[config.mk]
export PLATFORM = sky130hd
export DESIGN_NAME = spc_cfg_tx
export DESIGN_NICKNAME = d
export VERILOG_FILES = /design/src/rtl/spc_cfg_tx.sv
export SDC_FILE = /design/constraint.sdc
export NUM_CORES = 1
export LEC_CHECK = 0
export BUFFER_PORTS_ARGS = -buffer_cell sky130_fd_sc_hd__clkbuf_2
export CORE_ASPECT_RATIO = 0.7
export CORE_UTILIZATION = 56
export CTS_CLUSTER_DIAMETER = 30
export DETAILED_ROUTE_END_ITERATION = 6
export PLACE_DENSITY = 0.79
export SETUP_SLACK_MARGIN = 0.1
export SLEW_MARGIN = 20
export SYNTH_ARGS = -nofsm -noshare
export SYNTH_HDL_FRONTEND = slang
export SYNTH_SLANG_ARGS = --single-unit
export TNS_END_PERCENT = 5
[constraint.sdc]
create_clock -name Clk -period 2.2 [get_ports Clk]
set_clock_uncertainty 0.05 [all_clocks]
set_input_delay 0.22 -clock Clk [delete_from_list [all_inputs] [get_ports Clk]]
set_output_delay 0.22 -clock Clk [all_outputs]
set_load 0.005 [all_outputs]
[src/rtl/spc_cfg_tx.sv]
// spc_cfg_tx: serialises a WIDTH-bit configuration word into a downstream spc2 register
// Ports: Clk/Resetn clock and async active-low reset; Start/Conf_in launch a transfer
// (accepted only when Ready); Abort cancels a running transfer; Done pulses on completion;
// Cfg_resetn/Cfg_clk/Cfg_in/Cfg_strobe drive the downstream register, all from flops.
module spc_cfg_tx #(
    parameter int WIDTH      = 16,
    parameter int DIV        = 4,
    parameter int RST_CYCLES = 2
) (
    input  logic             Clk,
    input  logic             Resetn,
    input  logic             Start,
    input  logic [WIDTH-1:0] Conf_in,
    input  logic             Abort,
    output logic             Ready,
    output logic             Done,
    output logic             Cfg_resetn,
    output logic             Cfg_clk,
    output logic             Cfg_in,
    output logic             Cfg_strobe
);
    localparam int IW = $clog2(WIDTH);
    localparam logic [6:0] RST_LAST = 7'(RST_CYCLES - 1);
    localparam logic [6:0] DIV_LAST = 7'(DIV - 1);
    localparam logic [6:0] HALF     = 7'(DIV / 2);
    localparam logic [IW-1:0] IDX_LAST = IW'(WIDTH - 1);

    typedef enum logic [1:0] {IDLE, RST, SHIFT, STROBE} state_t;

    state_t           state_q, state_d;
    logic [6:0]       cnt_q, cnt_d;
    logic [IW-1:0]    idx_q, idx_d;
    logic [WIDTH-1:0] sh_q, sh_d;
    logic ready_q, ready_d, done_q, done_d, resetn_q, resetn_d;
    logic clk_q, clk_d, in_q, in_d, strobe_q, strobe_d;

    always_comb begin
        state_d = state_q;
        cnt_d   = cnt_q;
        idx_d   = idx_q;
        sh_d    = sh_q;
        done_d  = 1'b0;
        unique case (state_q)
            IDLE: if (Start) begin
                state_d = RST;
                cnt_d   = '0;
                idx_d   = '0;
                sh_d    = Conf_in;
            end
            RST: if (cnt_q == RST_LAST) begin
                state_d = SHIFT;
                cnt_d   = '0;
            end else cnt_d = cnt_q + 7'd1;
            SHIFT: if (cnt_q == DIV_LAST) begin
                cnt_d = '0;
                // last bit stays in sh_q[0] so Cfg_in holds it through STROBE
                if (idx_q == IDX_LAST) state_d = STROBE;
                else begin
                    idx_d = idx_q + IW'(1);
                    sh_d  = sh_q >> 1;
                end
            end else cnt_d = cnt_q + 7'd1;
            STROBE: if (cnt_q == DIV_LAST) begin
                state_d = IDLE;
                done_d  = 1'b1;
            end else cnt_d = cnt_q + 7'd1;
            default: state_d = IDLE;
        endcase
        if (Abort && state_q != IDLE) begin
            state_d = IDLE;
            done_d  = 1'b0;
        end
        // outputs are decoded from next state so they register in step with it
        ready_d  = state_d == IDLE;
        resetn_d = state_d != RST;
        clk_d    = state_d == SHIFT && cnt_d >= HALF;
        in_d     = (state_d == SHIFT || state_d == STROBE) && sh_d[0];
        strobe_d = state_d == STROBE;
    end

    always_ff @(posedge Clk or negedge Resetn) begin
        if (!Resetn) begin
            state_q  <= IDLE;
            cnt_q    <= '0;
            idx_q    <= '0;
            sh_q     <= '0;
            ready_q  <= 1'b0;
            done_q   <= 1'b0;
            resetn_q <= 1'b0;
            clk_q    <= 1'b0;
            in_q     <= 1'b0;
            strobe_q <= 1'b0;
        end else begin
            state_q  <= state_d;
            cnt_q    <= cnt_d;
            idx_q    <= idx_d;
            sh_q     <= sh_d;
            ready_q  <= ready_d;
            done_q   <= done_d;
            resetn_q <= resetn_d;
            clk_q    <= clk_d;
            in_q     <= in_d;
            strobe_q <= strobe_d;
        end
    end

    assign Ready      = ready_q;
    assign Done       = done_q;
    assign Cfg_resetn = resetn_q;
    assign Cfg_clk    = clk_q;
    assign Cfg_in     = in_q;
    assign Cfg_strobe = strobe_q;
endmodule

After elaboration in Yosys (flattened, before gate mapping) --
Cells that the tools add are included. W data, S select, Z words.
Storage, ports and cells: input port bits 20, logic and storage cells 58, output and inout bits 6, register bits 35
Operators by class: reductions and logical operators 9, order comparisons 1, add/sub/neg operators 2, equality and inequality tests 12, multiplexer cells 23
Operators by type and width (number):
- $mux W16 | 3
- $pmux W16 S2 | 1
- $mux W7 | 4
- $pmux W7 S4 | 1
- $mux W2 | 6
- $mux W4 | 3
- $eq A2 B2 Y1 const B | 4
- $pmux W2 S4 | 1
- $pmux W4 S2 | 1
- $add A7 B1 Y7 const B | 1
- $eq A7 B1 Y1 const B | 1
- $eq A7 B2 Y1 const B | 1
- $ge A7 B2 Y1 const B | 1
- $ne A2 B2 Y1 const B | 3
- $add A4 B1 Y4 const B | 1
- $eq A4 B4 Y1 const B | 1
- $logic_not A2 Y1 | 2
- $reduce_and A4 Y1 | 1
- $reduce_bool A2 Y1 | 2
- $logic_and A1 B1 Y1 | 3
- $mux W1 | 3
- $eq A2 B1 Y1 const B | 1
- $ne A2 B1 Y1 const B | 1
- $logic_or A1 B1 Y1 | 1

Depth between registers and ports, before layout --
Gate-level depths: netlist of the first run.
depth after elaboration 8, mapped depth 8, gate-level depth less buffers 8

Worst setup path before layout of the first run --
OpenSTA, ideal clock, no wires.
path kind reg2reg, start register cnt_q[3], end register clk_q, in the netlist Cfg_clk, cell stages (with the launch flop) 7, setup time 0.126 ns, clock period less this slack 2.022 ns, setup slack 0.178 ns, data required time 2.024 ns, arrival time 1.846 ns, buffers on the path 1, cell sequence dfrtp_1 > buf_6 > or4_4 > or4_4 > a21oi_4 > nor2_2 > o311a_1
On the way: longest elaborated chain between the ends 6, elaborated cells on any way between the ends 16, classes of those cells add/sub: 1; order compare: 1; eq/ne: 3; mux: 10; reduce/logical: 1
RTL lines:
- start: declaration | RTL line 31 | logic [6:0] cnt_q, cnt_d;
- start signal: assignment | RTL line 95 | cnt_q <= cnt_d;
- parallel branches: the longest is 5 deep, another holds $add A7 B1 Y7
- $logic_and A1 B1 Y1 * | RTL line 76 | clk_d = state_d == SHIFT && cnt_d >= HALF;
- via clk_d | RTL line 35 | logic clk_q, clk_d, in_q, in_d, strobe_q, strobe_d;
- end signal: assignment | RTL line 101 | clk_q <= clk_d;
- end: declaration | RTL line 35
Mark *: on every way through the listed nets, which the timed path passes. A chain may end at the register's enable or synchronous reset.

Worst setup path in the final report of the first run --
start register cnt_q[3], end register cnt_q[0]
On the way: longest elaborated chain between the ends 3, elaborated cells on any way between the ends 6, classes of those cells eq/ne: 2; mux: 4
RTL lines:
- $eq A7 B2 Y1 or $eq A7 B1 Y1 (tied branches) | RTL line 54, 63, 50
- $mux W7, on equally long branches | RTL line 63, 50, 54
- $pmux W7 S4 * | RTL line 43 | unique case (state_q)
- via cnt_d[0] | RTL line 31
Mark *: on every way through the listed nets, which the timed path passes. The rest lies on a longest branch.

==> run_results.csv, run 1 <==
group,metric,value,unit
global_routing,grt_usage,0.272,
logic_synthesis,ys_types,43,
clocking,cts_setup_buffers,0,
clocking,cts-htree-levels,2,
setup_path,r2r-end,"cnt_q[0]",
sta,slew_violations,0,
sta,setup_slack,47.9,ps
clocking,cts_tree,"built",
power_and_ir_drop,power_density,1150,nW/um^2
global_routing,grt_pass1_wl,6580,um
detailed_routing,first_pass_iters,7,
final_layout,regArea,876,sq um
min_path,min_from,"Conf_in[15]",
detailed_routing,drc,0,
final_layout,drive_gt1_frac,0.240,
detailed_routing,ant_nets,0,
clocking,numCtsBuffers,5,
logic_synthesis,avgSynthCellArea,10.3,sq um
setup_path,worstPathMaxFanout,8,
detailed_routing,via_per_inst,6.10,
die,die_area,3340,sq um
setup_path,reg2reg_depth,4,
setup_path,arrival,2250,ps
placed_design,post-dp-hpwl,2820,um
power_and_ir_drop,leakagePower,0.00103,uW
min_path,hold_path_depth,2,
clocking,clock_latency,290,ps
sta,hold_slack,100,ps
final_layout,nets,223,
logic_synthesis,syn_nets,194,
sta,tightest_slew,827,ps
final_layout,diodes,0,
die,core-area,2880,sq um
placed_design,gp_congestion,1.01,
setup_path,required,2290,ps
logic_synthesis,synth_seq_cells,35,
setup_path,crit_start,"cnt_q[3]",
sta,period_minus_slack,2150,ps
setup_path,rr_startpoint,"cnt_q[3]",
die,num_rows,16,
min_path,hold_class,"primary input to flip-flop",
final_layout,area_growth,16.4,%
clocking,clock-sinks,35,
clocking,root_buffer,"clkbuf_8",
power_and_ir_drop,p_total,2340,uW
final_layout,multi_input_area,741,sq um
clocking,cts_buffer_depth,2,
die,fp.dieW,68.7,um
sta,rsz0062_at_grt,"yes",
clocking,clk_pin_slew_worst_paths,70,ps
global_routing,gr-total-overflow,0,
min_path,whs_endpoint,"sh_q[15]",
logic_synthesis,yosysSeqAreaShare,0.503,
power_and_ir_drop,ir_drop,0.631,mV
placed_design,pre_cts_ws,90.3,ps
setup_path,rrSetupSlack,50,ps
sta,period_share,0.978,
placed_design,portBuffers,25,
sta,max_freq,465,MHz
run_status,status,"completed",
logic_synthesis,async_flop_share,1.00,
run,cap_viol_max_count,0,
sta,hold_violations,0,
logic_synthesis,synth_edf_count,0,
die,ios,26,
logic_synthesis,netlist_instances,170,
sta,timing.slew.headroom,0.449,
logic_synthesis,ys.flop_type,"dfrtp_1",
setup_path,start_kind,"flip-flop",
setup_path,setup.worst_path.end_class,"flip-flop",
global_routing,grt_pass1_vias,1437,
logic_synthesis,synth_area,1740,sq um
global_routing,grt_max_degree,36,
detailed_routing,drt_iter0_drc,184,
global_routing,antenna_found_initial,0,
sta,fin_tns_setup,0,ps
detailed_routing,wirelength,3870,um
die,start_util,0.605,
final_layout,postLayoutCellArea,2030,sq um
placed_design,placed_cell_area,1910,sq um
sta,setup_viol,0,
setup_path,path_class,"flip-flop to flip-flop",
logic_synthesis,yosys_warnings,0,
detailed_routing,wl_per_cell,16.4,um
die,die_y,48.7,um
final_layout,fillCellCount,216,
detailed_routing,num_vias,1439,
==> through the flow <==
step / util / instances
finish: 0.704 / 236
global placement: 0.663 / 227
global route: 0.704 / 236
CTS: 0.703 / 236
floorplan: - / 170
detailed placement: 0.663 / 227
==> layer usage <==
| layer | GRT usage | up-vias | share of wire |
|---|---|---|---|
| met3 | 0.0778 | 8 | 0.075 |
| li1 | - | 683 | - |
| met4 | 0.0903 | 0 | 0.012 |
| met5 | 0 | - | 0 |
| met1 | 0.388 | 687 | 0.46 |
| met2 | 0.392 | 61 | 0.45 |
==> area by class of cell <==
type / count / area share
clock buffer: 7 / 0.0475
clock inverter: 1 / 0.00370
inverter: 22 / 0.0407
multi-input combinational: 103 / 0.365
sequential: 35 / 0.432
tap: 36 / 0.0222
timing repair buffer: 32 / 0.0888
==> layout by cell type (no fill, tap or decap), types with 3 or more instances in the layout <==
cell / count
a21o_1: 3
a21oi_1: 4
a222oi_1: 14
and2_1: 3
buf_4: 6
clkbuf_2: 25
clkbuf_8: 7
dfrtp_1: 35
ha_1: 4
inv_1: 22
nand2_1: 8
nand3_1: 6
nor2_1: 7
nor3b_1: 3
o21ai_0: 12
or3_1: 3
==> synthesized netlist by cell type (all sizes together), types with 3 or more instances <==
| master | n | area [sq um] |
|---|---|---|
| a222oi | 14 | 140 |
| a21oi | 5 | 36.3 |
| ha | 4 | 50.1 |
| dfrtp | 35 | 876 |
| nand3 | 6 | 30.0 |
| or3 | 3 | 18.8 |
| nand2 | 8 | 30.0 |
| nor3b | 3 | 22.5 |
| and2 | 3 | 18.8 |
| nor2 | 9 | 36.3 |
| buf | 4 | 25.0 |
| a21o | 4 | 30.0 |
| o21ai | 12 | 60.1 |
| clkbuf | 6 | 22.5 |
| inv | 22 | 82.6 |
==> sequential cells by signal, indices dropped and copies added, names as in the netlist <==
signal      count
Cfg_resetn      1
Cfg_clk         1
Ready           1
idx_q           4
sh_q           16
Done            1
Cfg_in          1
Cfg_strobe      1
state_q         2
cnt_q           7
==> report_power, final <==
part	internal, uW	switching (uW)
Combinational	355	466
Clock	285	226
Sequential	847	162
Total	1490	854
==> worst max-delay path, cell delays in order, from the launching register on <==
cell and delay, ps:
dfrtp_1 470, or4_4 600, or3_1 350, a311oi_1 470, a21oi_1 80
==> timing repair <==
action / CTS / global route
gates resized for setup: 1 / 1
hold endpoints to repair: 9 / 0
setup endpoints to repair: 1 / 15
hold buffers: 1 / 0
==> logic make-up after synthesis <==
family	synth area share
buffers and inverters	0.0747
and+or+nand+nor	0.154
AOI/OAI and AO/OA	0.213
muxes	0.0122
xor gates and xnor gates	0.0151
adders and majority gates	0.0287
DFF	0.503
==> worst max-delay path by stage <==
stage               end  slack (ps)  depth (start not counted)
5_1_grt        cnt_q[0]          20                          4
6_report       cnt_q[0]          50                          4
3_3_place_gp    Cfg_clk         160                          5
2_1_floorplan   Cfg_clk         180                          6
4_1_cts         Cfg_clk         100                          5
3_5_place_dp    Cfg_clk          90                          5
No activity file was read; power rests on OpenSTA's default activity.
==> run 2, diff against run 1 <==
--- a/config.mk
+++ b/config.mk
@@ -11,6 +11,7 @@
 export CTS_CLUSTER_DIAMETER = 30
 export DETAILED_ROUTE_END_ITERATION = 6
 export PLACE_DENSITY = 0.79
+export REMOVE_ABC_BUFFERS = 1
 export SETUP_SLACK_MARGIN = 0.1
 export SLEW_MARGIN = 20
 export SYNTH_ARGS = -nofsm -noshare
==> constraint.sdc (replaced) <==
create_clock -name Clk -period 2.2 [get_ports Clk]
set_clock_uncertainty 0.05 [all_clocks]
set_input_delay 0.11 -clock Clk [delete_from_list [all_inputs] [get_ports Clk]]
set_output_delay 0.11 -clock Clk [all_outputs]
set_load 0.005 [all_outputs]
==> run_results.csv, run 2 (synthesis results as in run 1) <==
group,metric,value,unit
sta,rsz0062_at_grt,"yes",
global_routing,antenna_found_initial,0,
setup_path,start_kind,"flip-flop",
detailed_routing,via_per_inst,6.13,
clocking,cts-htree-levels,2,
die,core-area,2880,sq um
clocking,clk_pin_slew_worst_paths,70,ps
power_and_ir_drop,p_total,2240,uW
setup_path,endpoint,"Ready",
setup_path,required,2320,ps
sta,period_share,0.941,
final_layout,diodes,0,
clocking,cts_tree,"built",
sta,max_freq,483,MHz
global_routing,grt_pass1_vias,1360,
detailed_routing,met2WireLength,1680,um
setup_path,reg2reg_depth,6,
setup_path,arrival,2190,ps
detailed_routing,first_pass_iters,7,
sta,timing.slew.headroom,0.450,
detailed_routing,top_layer,"met4",
final_layout,largest_register_ffs,16,
global_routing,grt_max_degree,36,
final_layout,layout_common_cells,"dfrtp_1 (32), clkbuf_2 (25), inv_1 (22)",
die,num_rows,16,
die,start_util,0.605,
die,ios,26,
run_status,status,"completed",
global_routing,grt_pass1_wl,6080,um
sta,period_minus_slack,2070,ps
run,cap_viol_max_count,0,
detailed_routing,num_vias,1453,
placed_design,post-dp-hpwl,2680,um
detailed_routing,wl_per_cell,15.8,um
die,fp.dieW,68.7,um
setup_path,crit_start,"cnt_q[6]",
final_layout,top_regs,"sh_q: 16 flops, cnt_q: 7 flops, idx_q: 4 flops",
final_layout,drive_gt1_frac,0.254,
detailed_routing,wl_met1,1760,um
power_and_ir_drop,ir_drop,0.651,mV
min_path,hold_class,"primary input to flip-flop",
detailed_routing,met3WireLength,293,um
setup_path,r2r-end,"Ready",
die,die_y,48.7,um
sta,setup_viol,0,
setup_path,path_class,"flip-flop to flip-flop",
power_and_ir_drop,power_density,1100,nW/um^2
detailed_routing,drc,0,
setup_path,rr_startpoint,"cnt_q[6]",
final_layout,area_growth,16.4,%
clocking,clock-sinks,35,
global_routing,grt_usage,0.247,
global_routing,gr-total-overflow,0,
final_layout,nets,224,
clocking,clock_latency,280,ps
placed_design,gp_congestion,0.973,
setup_path,rrSetupSlack,130,ps
final_layout,final_common_cell,"dfrtp_1",
sta,slew_violations,0,
setup_path,setup.worst_path.end_class,"flip-flop",
sta,hold_violations,0,
clocking,cts_buffer_depth,2,
sta,tightest_slew,825,ps
final_layout,largest_register,"sh_q",
power_and_ir_drop,leakagePower,0.00103,uW
clocking,root_buffer,"clkbuf_8",
setup_path,worstPathMaxFanout,5,
clocking,numCtsBuffers,5,
detailed_routing,wirelength,3730,um
detailed_routing,ant_nets,0,
detailed_routing,drt_iter0_drc,110,
final_layout,fillCellCount,224,
sta,fin_tns_setup,0,ps
die,die_area,3340,sq um
placed_design,portBuffers,25,
[run 2: cell count changes in the layout (fill, tap and decap cells not counted), moves of 2 or more]
cell,delta
clkbuf_8,-2
dfrtp_1,-3
clkbuf_1,+2
dfrtp_2,+3
[run 2: per-stage QoR]
step                      area [sq um]  setup WS, ps  hold slack (ps)  std cells  utilization
final                             2030           130             10.0        237        0.704
after global routing              2030          80.8             21.8        237        0.704
after CTS                         1990          73.2             7.85        235        0.692
after detailed placement          1900           105              204        226        0.660
after global placement            1900           158              192        226        0.660
after floorplan                   1700           205             -236        160            -
[run 2: power breakdown]
part           switching [uW]  internal (uW)  leakage [uW]
registers                 159            847      0.000447
clock network             204            222     0.0000422
logic                     454            352      0.000544
total                     817           1420       0.00103
[run 2: layout make-up]
type	instances	area, sq um	share of cell area
flip-flops and latches	35	880	0.434
multi-input cells	103	752	0.371
repair buffers	33	188	0.0925
inverters	22	82.6	0.0407
clock buffers	7	76.3	0.0376
well taps	36	45.0	0.0222
clock inverters	1	5.00	0.00247
[run 2: repair_timing]
item,CTS,global route
buffers inserted,0,2
hold buffers,1,0
endpoints found under the hold margin,35,0
cloned,0,0
pin swaps,0,1
gates resized for setup,0,8
setup endpoints to repair,4,21
[run 2: worst max-delay path, cell delays in order (launching register included)]
cell,delay [ps]
dfrtp_2,440
or4_4,580
or4_4,550
a21oi_4,150
nor2_2,50
inv_1,90
nor2_1,50
[run 2: worst min path at each step]
stage | startpoint | end | slack, ps | depth (start not counted)
finish | Conf_in[4] | sh_q[4] | 10 | 3
global route | Conf_in[15] | sh_q[15] | 20 | 2
CTS | Conf_in[9] | sh_q[9] | 8 | 3
detailed placement | Resetn | cnt_q[5] | 200 | 1
global placement | Resetn | cnt_q[5] | 190 | 1
floorplan | Resetn | Cfg_clk | -240 | 0
[run 2: per-layer routing]
layer,vias to the layer above,track usage
met5,-,0
met4,0,0.0694
met3,2,0.0637
met2,67,0.358
met1,699,0.362
li1,685,-
==> run 3, diff against run 2 <==
--- a/config.mk
+++ b/config.mk
@@ -6,10 +6,12 @@
 export NUM_CORES = 1
 export LEC_CHECK = 0
 export BUFFER_PORTS_ARGS = -buffer_cell sky130_fd_sc_hd__clkbuf_2
+export CAP_MARGIN = 20
 export CORE_ASPECT_RATIO = 0.7
 export CORE_UTILIZATION = 56
 export CTS_CLUSTER_DIAMETER = 30
 export DETAILED_ROUTE_END_ITERATION = 6
+export HOLD_SLACK_MARGIN = 0.12
 export PLACE_DENSITY = 0.79
 export REMOVE_ABC_BUFFERS = 1
 export SETUP_SLACK_MARGIN = 0.1
==> run_results.csv, run 3 (synthesis results as in run 1) <==
group,metric,value,unit
detailed_routing,ant_nets,0,
setup_path,endpoint,"Ready",
detailed_routing,drt_iter0_drc,135,
global_routing,antenna_found_initial,0,
global_routing,grt_usage,0.268,
setup_path,arrival,2210,ps
final_layout,area_growth,26.1,%
detailed_routing,wl_per_cell,15.8,um
final_layout,top_regs,"sh_q: 16 flops, cnt_q: 7 flops, idx_q: 4 flops",
detailed_routing,wirelength,4010,um
run_status,status,"completed",
die,fp.dieW,68.7,um
global_routing,grt_pass1_wl,6540,um
sta,setup_viol,0,
global_routing,grt_pass1_vias,1481,
sta,rsz0062_at_grt,"yes",
setup_path,required,2320,ps
detailed_routing,drc,0,
setup_path,r2r-end,"Ready",
clocking,cts-htree-levels,2,
setup_path,slowest_delay,590,ps
clocking,cts_buffer_depth,2,
setup_path,crit_start,"cnt_q[3]",
final_layout,largest_register_ffs,16,
setup_path,critPathTopFamily,"simple AND/OR/NAND/NOR gates",
placed_design,placed_cells,226,
clocking,clk_pin_slew_worst_paths,60,ps
die,start_util,0.605,
setup_path,path_class,"flip-flop to flip-flop",
setup_path,rrSetupSlack,110,ps
setup_path,path_buf_inv,1,
setup_path,worstPathMaxFanout,6,
setup_path,reg2reg_depth,6,
placed_design,gp_congestion,0.973,
die,core-area,2880,sq um
die,ios,26,
power_and_ir_drop,leakagePower,0.00110,uW
sta,max_freq,478,MHz
clocking,clock_latency,280,ps
final_layout,diodes,0,
detailed_routing,first_pass_iters,7,
power_and_ir_drop,power_density,1040,nW/um^2
clocking,cts_tree,"built",
global_routing,gr-total-overflow,0,
sta,hold_violations,0,
final_layout,fillCellCount,197,
sta,fin_tns_setup,0,ps
detailed_routing,num_vias,1513,
setup_path,worstPathCellList,"or4_4 -> or4_4 -> a21oi_4 -> nor2_2 -> inv_1 -> nor2_1",
setup_path,critPathSlowestCell,"or4_4",
placed_design,portBuffers,25,
detailed_routing,via_per_inst,5.98,
setup_path,rr_startpoint,"cnt_q[3]",
clocking,numCtsBuffers,5,
clocking,root_buffer,"clkbuf_8",
run,cap_viol_max_count,0,
sta,tightest_slew,822,ps
sta,period_minus_slack,2090,ps
final_layout,layout_common_cells,"dfrtp_1 (33), clkbuf_2 (25), inv_1 (22)",
sta,timing.slew.headroom,0.452,
min_path,hold_class,"primary input to flip-flop",
clocking,clock-sinks,35,
global_routing,grt_max_degree,36,
final_layout,nets,240,
sta,slew_violations,0,
die,die_area,3340,sq um
die,num_rows,16,
setup_path,critical_path.most_common_cell,"or4_4",
power_and_ir_drop,ir_drop,0.660,mV
placed_design,post-dp-hpwl,2680,um
final_layout,drive_gt1_frac,0.230,
sta,period_share,0.951,
final_layout,final_common_cell,"dfrtp_1",
final_layout,largest_register,"sh_q",
setup_path,start_kind,"flip-flop",
final_layout,layout.cells.non_filler,253,
setup_path,cp_num_cells,6,
die,die_y,48.7,um
setup_path,setup.worst_path.end_class,"flip-flop",
==> run 3: cell count changes in the layout (fill, tap and decap cells not counted), sizes merged <==
cell	change
dlygate4sd3	+17
buf	-1
==> run 3: area by class of cell <==
class	instances	area, sq um	area share
clock buffers	7	76.3	0.0347
clock inverters	1	5.00	0.00228
inverters	22	82.6	0.0376
multi-input cells	103	761	0.346
flip-flops and latches	35	878	0.400
well taps	36	45.0	0.0205
repair buffers	49	350	0.159
==> run 3: report_power, final <==
part / switching (uW) / internal, uW
Clock: 202 / 222
Combinational: 470 / 377
Sequential: 162 / 847
==> run 3: metal layers <==
metal	track usage	part of all wire	wire length (um)
met1	0.368	0.44	1780
met2	0.410	0.47	1870
met3	0.0660	0.079	318
met4	0.0868	0.010	40
met5	0	0	0
==> run 3: per-stage QoR <==
stage               total power [uW]  hold WS, ps  setup WS (ps)  area [sq um]  utilization
global placement                1740          192            158          1900        0.660
detailed placement              1790          204            105          1900        0.660
global route                    2450          213           69.2          2200        0.763
finish                          2280          198            107          2200        0.763
CTS                             2250          182           73.2          2160        0.751
floorplan                       1510         -236            205          1700            -
==> run 3: worst min path at each step <==
stage	end	depth (start not counted)	slack, ps	start
2_1_floorplan	Cfg_clk	0	-240	Resetn
3_3_place_gp	cnt_q[5]	1	190	Resetn
3_5_place_dp	cnt_q[5]	1	200	Resetn
4_1_cts	Cfg_resetn	4	180	Start
5_1_grt	Cfg_resetn	4	210	Start
6_report	Cfg_resetn	4	200	Start
==> run 3: worst register-to-register path: cells and delay by family, from the launching register on <==
family / cells / cell delay, ps
compound gates: 1 / 150
buf+inv: 1 / 90
flops: 1 / 450
simple gates: 4 / 1240
==> run 3: what timing repair did <==
action                                  4_1_cts  5_1_grt
endpoints found under the hold margin        52        0
hold buffers                                 18        0
resized for setup                             0        8
pin swaps                                     0        1
buffers inserted                              0        1
gates cloned                                  0        0
endpoints found under the setup margin        4       20
